[src/rtl/ihmac_pkg.sv]
// rtl/ihmac_pkg.sv - shared states and constants for the HMAC-SHA1 padders
package ihmac_pkg;

    typedef enum logic [2:0] {
        IDLE,
        KEY,
        FILL,
        EMIT,
        PAD_EXTRA
    } state_t;

    localparam logic [7:0]  IPAD_BYTE_C    = 8'h36;
    localparam logic [7:0]  OPAD_BYTE_C    = 8'h5c;
    localparam int          SHA1_BLOCK_W   = 512;
    localparam int          SHA1_WORD_W    = 32;
    localparam int          SHA1_WORDS     = SHA1_BLOCK_W / SHA1_WORD_W;
    localparam int          OUTER_LEN_BITS = 672;
    localparam logic [31:0] PAD_WORD       = 32'h8000_0000;

    // Every key byte is XORed with the same pad byte.
    function automatic logic [SHA1_BLOCK_W-1:0] pad_key(
        input logic [SHA1_BLOCK_W-1:0] k,
        input logic [7:0]              b
    );
        return k ^ {(SHA1_BLOCK_W / 8){b}};
    endfunction

endpackage

[src/rtl/ihmac_last_word_pad.sv]
// rtl/ihmac_last_word_pad.sv - masks the final message word and places the 0x80 marker
module ihmac_last_word_pad
    import ihmac_pkg::*;
(
    input  logic [SHA1_WORD_W-1:0] i_data,
    input  logic [1:0]             i_nbytes,
    output logic [SHA1_WORD_W-1:0] o_word,
    output logic                   o_spill
);

    // A fully populated last word has no room left, so the marker spills to the next slot.
    always_comb begin
        o_word  = '0;
        o_spill = 1'b0;
        case (i_nbytes)
            2'd0: o_word = {i_data[31:24], 8'h80, 16'h0000};
            2'd1: o_word = {i_data[31:16], 8'h80, 8'h00};
            2'd2: o_word = {i_data[31:8], 8'h80};
            default: begin
                o_word  = i_data;
                o_spill = 1'b1;
            end
        endcase
    end

endmodule

[src/rtl/ihmac_inner_padder.sv]
// rtl/ihmac_inner_padder.sv - inner key block and padded message blocks for HMAC-SHA1
module ihmac_inner_padder
    import ihmac_pkg::*;
#(
    parameter int         LEN_W     = 64,
    parameter logic [7:0] IPAD_BYTE = IPAD_BYTE_C
) (
    input  logic                    clk,
    input  logic                    rst,
    input  logic                    start,
    input  logic [SHA1_BLOCK_W-1:0] key,
    input  logic                    s_valid,
    output logic                    s_ready,
    input  logic [SHA1_WORD_W-1:0]  s_data,
    input  logic                    s_last,
    input  logic [1:0]              s_nbytes,
    output logic [SHA1_BLOCK_W-1:0] blk_data,
    output logic                    blk_valid,
    input  logic                    blk_ready,
    output logic                    blk_first,
    output logic                    blk_last,
    output logic                    busy
);

    state_t                              r_state, w_state_nxt;
    logic [SHA1_WORDS-1:0][SHA1_WORD_W-1:0] r_blk, w_blk_nxt;
    logic [4:0]                          r_idx, w_idx_nxt;
    logic [LEN_W-1:0]                    r_len, w_len_nxt;
    logic                                r_first, w_first_nxt;
    logic                                r_last, w_last_nxt;
    logic                                r_extra, w_extra_nxt;
    logic                                r_pad80, w_pad80_nxt;

    logic [SHA1_WORD_W-1:0] w_pad_word;
    logic                   w_spill;
    logic [2:0]             w_k;
    logic [LEN_W-1:0]       w_len_last;
    logic [63:0]            w_len_last64;
    logic [63:0]            w_len64;
    logic [4:0]             w_pos;

    ihmac_last_word_pad u_last_word_pad (
        .i_data   (s_data),
        .i_nbytes (s_nbytes),
        .o_word   (w_pad_word),
        .o_spill  (w_spill)
    );

    assign w_k          = {1'b0, s_nbytes} + 3'd1;
    assign w_len_last   = r_len + LEN_W'({w_k, 3'b000});
    assign w_len_last64 = 64'(w_len_last);
    assign w_len64      = 64'(r_len);
    assign w_pos        = r_idx + {4'd0, w_spill};

    assign s_ready   = (r_state == FILL);
    assign blk_valid = (r_state == KEY) || (r_state == EMIT);
    assign blk_data  = r_blk;
    assign blk_first = r_first;
    assign blk_last  = r_last;
    assign busy      = (r_state != IDLE);

    always_comb begin
        w_state_nxt = r_state;
        w_blk_nxt   = r_blk;
        w_idx_nxt   = r_idx;
        w_len_nxt   = r_len;
        w_first_nxt = r_first;
        w_last_nxt  = r_last;
        w_extra_nxt = r_extra;
        w_pad80_nxt = r_pad80;
        case (r_state)
            IDLE: begin
                if (start) begin
                    w_state_nxt = KEY;
                    w_blk_nxt   = pad_key(key, IPAD_BYTE);
                    w_len_nxt   = LEN_W'(SHA1_BLOCK_W);
                    w_idx_nxt   = '0;
                    w_first_nxt = 1'b1;
                    w_last_nxt  = 1'b0;
                    w_extra_nxt = 1'b0;
                    w_pad80_nxt = 1'b0;
                end
            end
            KEY: begin
                if (blk_ready) begin
                    w_state_nxt = FILL;
                    w_blk_nxt   = '0;
                    w_idx_nxt   = '0;
                    w_first_nxt = 1'b0;
                end
            end
            FILL: begin
                if (s_valid && !s_last) begin
                    w_blk_nxt[r_idx[3:0]] = s_data;
                    w_idx_nxt = r_idx + 5'd1;
                    w_len_nxt = r_len + LEN_W'(SHA1_WORD_W);
                    if (r_idx == 5'd15) begin
                        w_state_nxt = EMIT;
                        w_last_nxt  = 1'b0;
                        w_extra_nxt = 1'b0;
                    end
                end else if (s_valid) begin
                    // Buffer was cleared on entry, so slots after the marker are already zero.
                    w_blk_nxt[r_idx[3:0]] = w_pad_word;
                    if (w_spill && (r_idx != 5'd15))
                        w_blk_nxt[r_idx[3:0] + 4'd1] = PAD_WORD;
                    w_idx_nxt   = r_idx + 5'd1;
                    w_len_nxt   = w_len_last;
                    w_state_nxt = EMIT;
                    if (w_pos <= 5'd13) begin
                        w_blk_nxt[14] = w_len_last64[63:32];
                        w_blk_nxt[15] = w_len_last64[31:0];
                        w_last_nxt    = 1'b1;
                        w_extra_nxt   = 1'b0;
                    end else begin
                        w_last_nxt  = 1'b0;
                        w_extra_nxt = 1'b1;
                        w_pad80_nxt = (w_pos == 5'd16);
                    end
                end
            end
            EMIT: begin
                if (blk_ready) begin
                    if (r_last) begin
                        w_state_nxt = IDLE;
                        w_last_nxt  = 1'b0;
                    end else if (r_extra) begin
                        w_state_nxt = PAD_EXTRA;
                        w_extra_nxt = 1'b0;
                    end else begin
                        w_state_nxt = FILL;
                        w_blk_nxt   = '0;
                        w_idx_nxt   = '0;
                    end
                end
            end
            PAD_EXTRA: begin
                w_blk_nxt     = '0;
                w_blk_nxt[0]  = r_pad80 ? PAD_WORD : 32'h0;
                w_blk_nxt[14] = w_len64[63:32];
                w_blk_nxt[15] = w_len64[31:0];
                w_last_nxt    = 1'b1;
                w_pad80_nxt   = 1'b0;
                w_state_nxt   = EMIT;
            end
            default: w_state_nxt = IDLE;
        endcase
    end

    always_ff @(posedge clk) begin
        if (rst) begin
            r_state <= IDLE;
            r_blk   <= '0;
            r_idx   <= '0;
            r_len   <= '0;
            r_first <= 1'b0;
            r_last  <= 1'b0;
            r_extra <= 1'b0;
            r_pad80 <= 1'b0;
        end else begin
            r_state <= w_state_nxt;
            r_blk   <= w_blk_nxt;
            r_idx   <= w_idx_nxt;
            r_len   <= w_len_nxt;
            r_first <= w_first_nxt;
            r_last  <= w_last_nxt;
            r_extra <= w_extra_nxt;
            r_pad80 <= w_pad80_nxt;
        end
    end

endmodule

[config.mk]
export PLATFORM = sky130hd
export DESIGN_NAME = ihmac_inner_padder
export DESIGN_NICKNAME = d
export VERILOG_FILES = /design/src/rtl/ihmac_pkg.sv /design/src/rtl/ihmac_last_word_pad.sv /design/src/rtl/ihmac_inner_padder.sv
export SDC_FILE = /design/constraint.sdc
export NUM_CORES = 2
export LEC_CHECK = 0
export BUFFER_PORTS_ARGS = -buffer_cell sky130_fd_sc_hd__buf_4
export CAP_MARGIN = 20
export CELL_PAD_IN_SITES_DETAIL_PLACEMENT = 1
export CELL_PAD_IN_SITES_GLOBAL_PLACEMENT = 1
export CORE_AREA = 2 2 413 415
export CTS_BUF_LIST = sky130_fd_sc_hd__clkbuf_4 sky130_fd_sc_hd__clkbuf_8 sky130_fd_sc_hd__clkbuf_16
export DETAILED_ROUTE_END_ITERATION = 8
export DIE_AREA = 0 0 415 417
export GPL_TIMING_DRIVEN = 1
export PLACE_DENSITY = 0.57
export SLEW_MARGIN = 20
export SYNTH_ARGS = -nofsm -noshare
export SYNTH_HDL_FRONTEND = slang
export SYNTH_SLANG_ARGS = --single-unit
[constraint.sdc]
create_clock -name clk -period 3.8 [get_ports clk]
set_input_delay 0.38 -clock clk [delete_from_list [all_inputs] [get_ports clk]]
set_output_delay 0.38 -clock clk [all_outputs]
set_load 0.01 [all_outputs]
### Word-level counts from Yosys, hierarchy flattened

Cells that the tools add are included.

* register bits: 588
* word-level logic and storage cells: 141

* add/subtract/negate cells: 6
* magnitude comparators: 5
* eq/ne operators: 19
* multiplexer cells: 59
* bitwise operators: 4
* reductions and logical operators: 25

Operators with widths (count)
* $mux W512: 8
* $pmux W512 S5: 1
* $bwmux W512: 2
* $and A496 B496 Y496: 1
* $not A496 Y496: 1
* $demux W32 S4: 2
* $mux W64: 4
* $not A256 Y256: 1
* $pmux W64 S2: 1
* $mux W32: 3
* $pmux W24 S3: 1
* $add A64 B6 Y64: 1
* $add A64 B6 Y64 const B: 1
* $mux W5: 7
* $mux W3: 8
* $pmux W5 S4: 1
* $mux W1: 16
* $ne A2 B2 Y1 const B: 8
* $or A16 B16 Y16: 1
* $pmux W3 S5: 1
* $reduce_and A5 Y1: 3
* $reduce_and A7 Y1: 2
* $lt A4 B5 Y1 const B: 2
* $reduce_bool A3 Y1: 3
* other kinds (29): 39

### Logic depth before layout (Yosys ltp)

* word-level depth: 12
* mapped depth: 15

### Hierarchy

A second synthesis with hierarchy kept.

* cell total of the unflattened synthesis: 4984
* area, all modules: 34698.3 sq um

By module, submodules not included
* ihmac_inner_padder: instances 1, cells each 4947, area an instance 34439.3 sq um, seq. area each 11711.2 sq um
* ihmac_last_word_pad: instances 1, cells each 37, area an instance 259.0 sq um, seq. area each 0.0 sq um

### Least setup slack after synthesis

Ideal clock, no wire load.

* path kind: register to register
* start point: register r_idx[0]
* end point: register r_blk, in the netlist blk_data[279]
* arrival: 3.354 ns
* slack: 0.375 ns
* stages on the path, launching flop included: 16
* buffers on the path: 5
* period minus slack after synthesis: 3.425 ns
* cells stage by stage: dfxtp_1 -> ha_1 -> clkbuf_1 -> nand3_1 -> inv_2 -> buf_1 -> ha_1 -> nor2b_1 -> clkbuf_1 -> and3_1 -> nand2_1 -> and4_1 -> clkbuf_1 -> buf_2 -> a22oi_1 -> o2bb2ai_1

* cells in the longest elaborated chain, start to end: 11
* elaborated cells between the ends (all ways): 21
* classes of those cells: add/sub: 1; order compare: 4; eq/ne: 1; mux: 10; bitwise: 2; reduce/logical: 3

RTL lines
* start: declaration: line ihmac_inner_padder.sv:27 `logic [4:0] r_idx, w_idx_nxt;`
* start signal: assignment: line ihmac_inner_padder.sv:163 `r_idx <= w_idx_nxt;`
* $add A4 B1 Y4: line ihmac_inner_padder.sv:106 `w_blk_nxt[r_idx[3:0] + 4'd1] = PAD_WORD;`
* $lt A4 B5 Y1 (not written as such) / $ge A4 B1 Y1 (equally long branches): line ihmac_inner_padder.sv:106
* $logic_and A1 B1 Y1 (not written as such): line ihmac_inner_padder.sv:106
* $mux W32 (not written as such): line ihmac_inner_padder.sv:106
* $demux W32 S4: line ihmac_inner_padder.sv:106
* $not A496 Y496 (no source line)
* $and A496 B496 Y496 (no source line)
* $mux W512: line ihmac_inner_padder.sv:105 `if (w_spill && (r_idx != 5'd15))`
* $mux W512: line ihmac_inner_padder.sv:102 `end else if (s_valid) begin`
* $mux W512 *: line ihmac_inner_padder.sv:93 `if (s_valid && !s_last) begin`
* $pmux W512 S5 *: line ihmac_inner_padder.sv:71 `case (r_state)`
* end signal: assignment: line ihmac_inner_padder.sv:162 `r_blk <= w_blk_nxt;`
* end: declaration: line ihmac_inner_padder.sv:26 `logic [SHA1_WORDS-1:0][SHA1_WORD_W-1:0] r_blk, w_blk_nxt;`

Every way passes the cells marked *; elsewhere a longest branch is shown, timed or not. The select of a mux whose other input is x is not followed.
A chain may end at the register's enable or synchronous reset.

### Worst setup path in the final report

* start point: register r_idx[0]
* end point: register r_blk, in the netlist blk_data[275]

The elaborated chain is that of the path after synthesis.

==> out/metrics.yaml <==
synthXorXnorAreaFrac_pct: 1.42
grt_pass1_vias: 37300
coreArea_mm2: 0.169
vias_per_cell: 5.26
setup_slack_ns: 0.394
pwr-share-comb_pct: 38.1
timing.final.crit_share_pct: 89.6
synth_top_family_by_area: "compound AO/OA/AOI/OAI gates"
clkTransAtPathRegs_ns: 0.07
area_delta_synth_final_pct: 54.6
grt_start_max_net_pins: 86
critical_path_class: "reg -> reg"
start_util_pct: 17.6
die_h_um: 417
drc: 0
final_area_mm2: 0.0459
cap_violations: 0
pre_cts_slack_ns: 0.333
setup_tns_ns: 0
muxShareOfSynthArea_pct: 0.607
drtAntennaViolNets: 0
fmax_mhz: 294
switching_share_pct: 39.4
synth_cells: 3710
synth_compound_area_share_pct: 34.9
start_kind: "flop"
drt_iter0_drc: 3754
r2r-start: "r_idx[0]"
finalHoldViolations: 0
clkPwrFrac_pct: 31.5
synth_edf_count: 0
clk_latency_ns: 0.70
power_leakage_nw: 18.3
grt-ovfl-total: 0
dr.pass1.iters: 6
rr_endpoint: "blk_data[275]"
placed_area_mm2: 0.0409
synthSimpleGateAreaFrac_pct: 16.7
ys_async_sr_fraction_pct: 0
layout.nets: 5444
synth_area_leaders: "dfxtp_1 (39%), a22oi_1 (6.6%), o21ai_0 (4.8%), a21oi_1 (4.7%), nand2_1 (4.5%)"
rsz0062_at_grt: "false"
cts_buffers: 78
ys_dominant_reg_cell: "dfxtp_1"
routabilityCongestion: 0.946
ctsHoldBuffers: 208
seqPwrFrac_pct: 30.4
finalClockSkew_ns: 0.0424
ir_drop_v: 0.000334
drive_gt1_share_pct: 30.8
port_buffers: 1068
slew_violations: 0
reg2reg_slack_ns: 0.39
cts_buffer_depth: 3
avgSynthCellArea_um2: 8.00
ys_ff_latch: 585
layout.cells.non_filler: 7180
status: "completed"
ioPinCount: 1069
chipWidth_um: 415
path_max_fanout: 14
postCtsSetupBuffers: 0
yosysSeqAreaShare_pct: 39.5
power_per_cell_area_mw_per_mm2: 579
die-area_mm2: 0.173
h-tree-depth: 3
syn-num-nets: 4282
crit_path_end: "blk_data[275]"
slew-limit-headroom_pct: 22.2
grtUsageTotal_pct: 26.0
numClockSinks: 585
total_power_mw: 26.6
dpl.cell_count: 6802
setup_viol: 0
cts_tree: "yes"
cp.arrival_ns: 3.96
worstMarginPinSlew_ns: 1.17
yosysTopAreaCellShare_pct: 39.5
antenna_found_initial: 51
p_sw_mw: 10.5
ys_warn_count: 0
hpwlAfterDp_um: 180000
syn_area_mm2: 0.0297
worstRegToRegCells: 11
grt_pass1_wl_um: 319000
crit_required_ns: 4.36
fp-row-count: 151
wl_per_cell_um: 32.9
endpoint_kind: "flop"
synth.largest_area_cell: "dfxtp_1"
ctsResizeCount: 0
synth_cell_types: 95
fin_crit_ns: 3.41
cp-startpoint: "r_idx[0]"
intPower_mw: 16.1
vias: 37800
min_path_type: "in -> reg"
clockRootBuffer: "clkbuf_16"
yosys.area_share.adder_pct: 0.869
finalWirelength_um: 236000
hold_slack_ns: 0.0548
post-route-util_pct: 27.2
hp-start: "key[413]"
[area by class of cell]
cell class	instances	area, um^2
multi-input combinational	2685	16400
timing repair buffer	1500	12000
clock buffer	120	2420
tap	2218	2780
clock inverter	23	394
sequential	585	11700
antenna	27	67.6
inverter	22	82.6
fill	20000	123000
[worst max-delay path: stages, from the launching register on]
cell	delay [ns]
dfxtp_1	0.41
ha_1	0.27
nand3_2	0.09
inv_2	0.04
ha_1	0.22
nor2b_1	0.50
and3_1	0.32
nand2_1	0.17
and4_1	0.61
buf_4	0.33
a22oi_1	0.18
o2bb2ai_1	0.10
[cell families (layout without fill, tap and decap cells)]
| family | after synthesis | after routing |
|---|---|---|
| AND/OR/NAND/NOR | 1071 | 1071 |
| other | 0 | 27 |
| adder cells (fa/ha/maj) | 20 | 20 |
| flip-flops | 585 | 585 |
| buffers and inverters | 440 | 1665 |
| XOR/XNOR | 48 | 48 |
| multiplexers | 16 | 16 |
| AO/OA/AOI/OAI | 1530 | 1530 |
[cells in the mapped netlist (all sizes together) (39+ instances only)]
master and instances:
o22ai 185, buf 135, nand2 355, clkbuf 283, o21ai 288, a22o 142
nor3 71, o2bb2ai 115, nand4 39, a22oi 262, nand3 90, a21oi 277
dfxtp 585, a31oi 43, nor2 354
[power by group through the flow]
stage	registers, mW	logic (mW)	clock network [mW]
after floorplan	8.37	3.99	0
final	8.07	10.1	8.36
after CTS	8.03	10.1	8.48
after global routing	8.15	10.6	8.71
after detailed placement	8.15	9.85	0
after global placement	8.13	9.74	0
[flip-flops by register name, summed over array words and instances (netlist names)]
register and count:
blk_last 1, r_extra 1, r_pad80 1, r_state 3
blk_data 512, r_len 61, r_idx 5, blk_first 1
[worst min-delay path by stage]
stage	slack [ns]	to	cells after the start
after floorplan	0.45	r_state[2]	2
after detailed placement	0.44	blk_data[160]	2
final	0.05	blk_data[413]	4
after global placement	0.44	blk_data[156]	2
after CTS	0.0005	blk_data[274]	3
after global routing	0.05	blk_data[446]	3
[layer usage]
layer | global-route usage (%) | up-vias | share of wire, %
met5 | 0 | - | 0.033
met4 | 15.0 | 12 | 6.2
met3 | 5.13 | 501 | 7.4
met2 | 42.7 | 1928 | 47
met1 | 31.6 | 19100 | 39
li1 | - | 16300 | -
[cells in the final DEF, fill, tap and decap left out, types with 65 or more instances in the layout]
cell,instances
nand3_1,87
nor2_1,344
o21ai_0,280
nor3_1,65
o2bb2ai_1,115
a22o_1,142
a21oi_1,272
dlygate4sd3_1,208
a22oi_1,262
dfxtp_1,584
o22ai_1,185
clkbuf_16,79
buf_4,1272
nand2_1,352
Power figures use the tool's default switching activity.
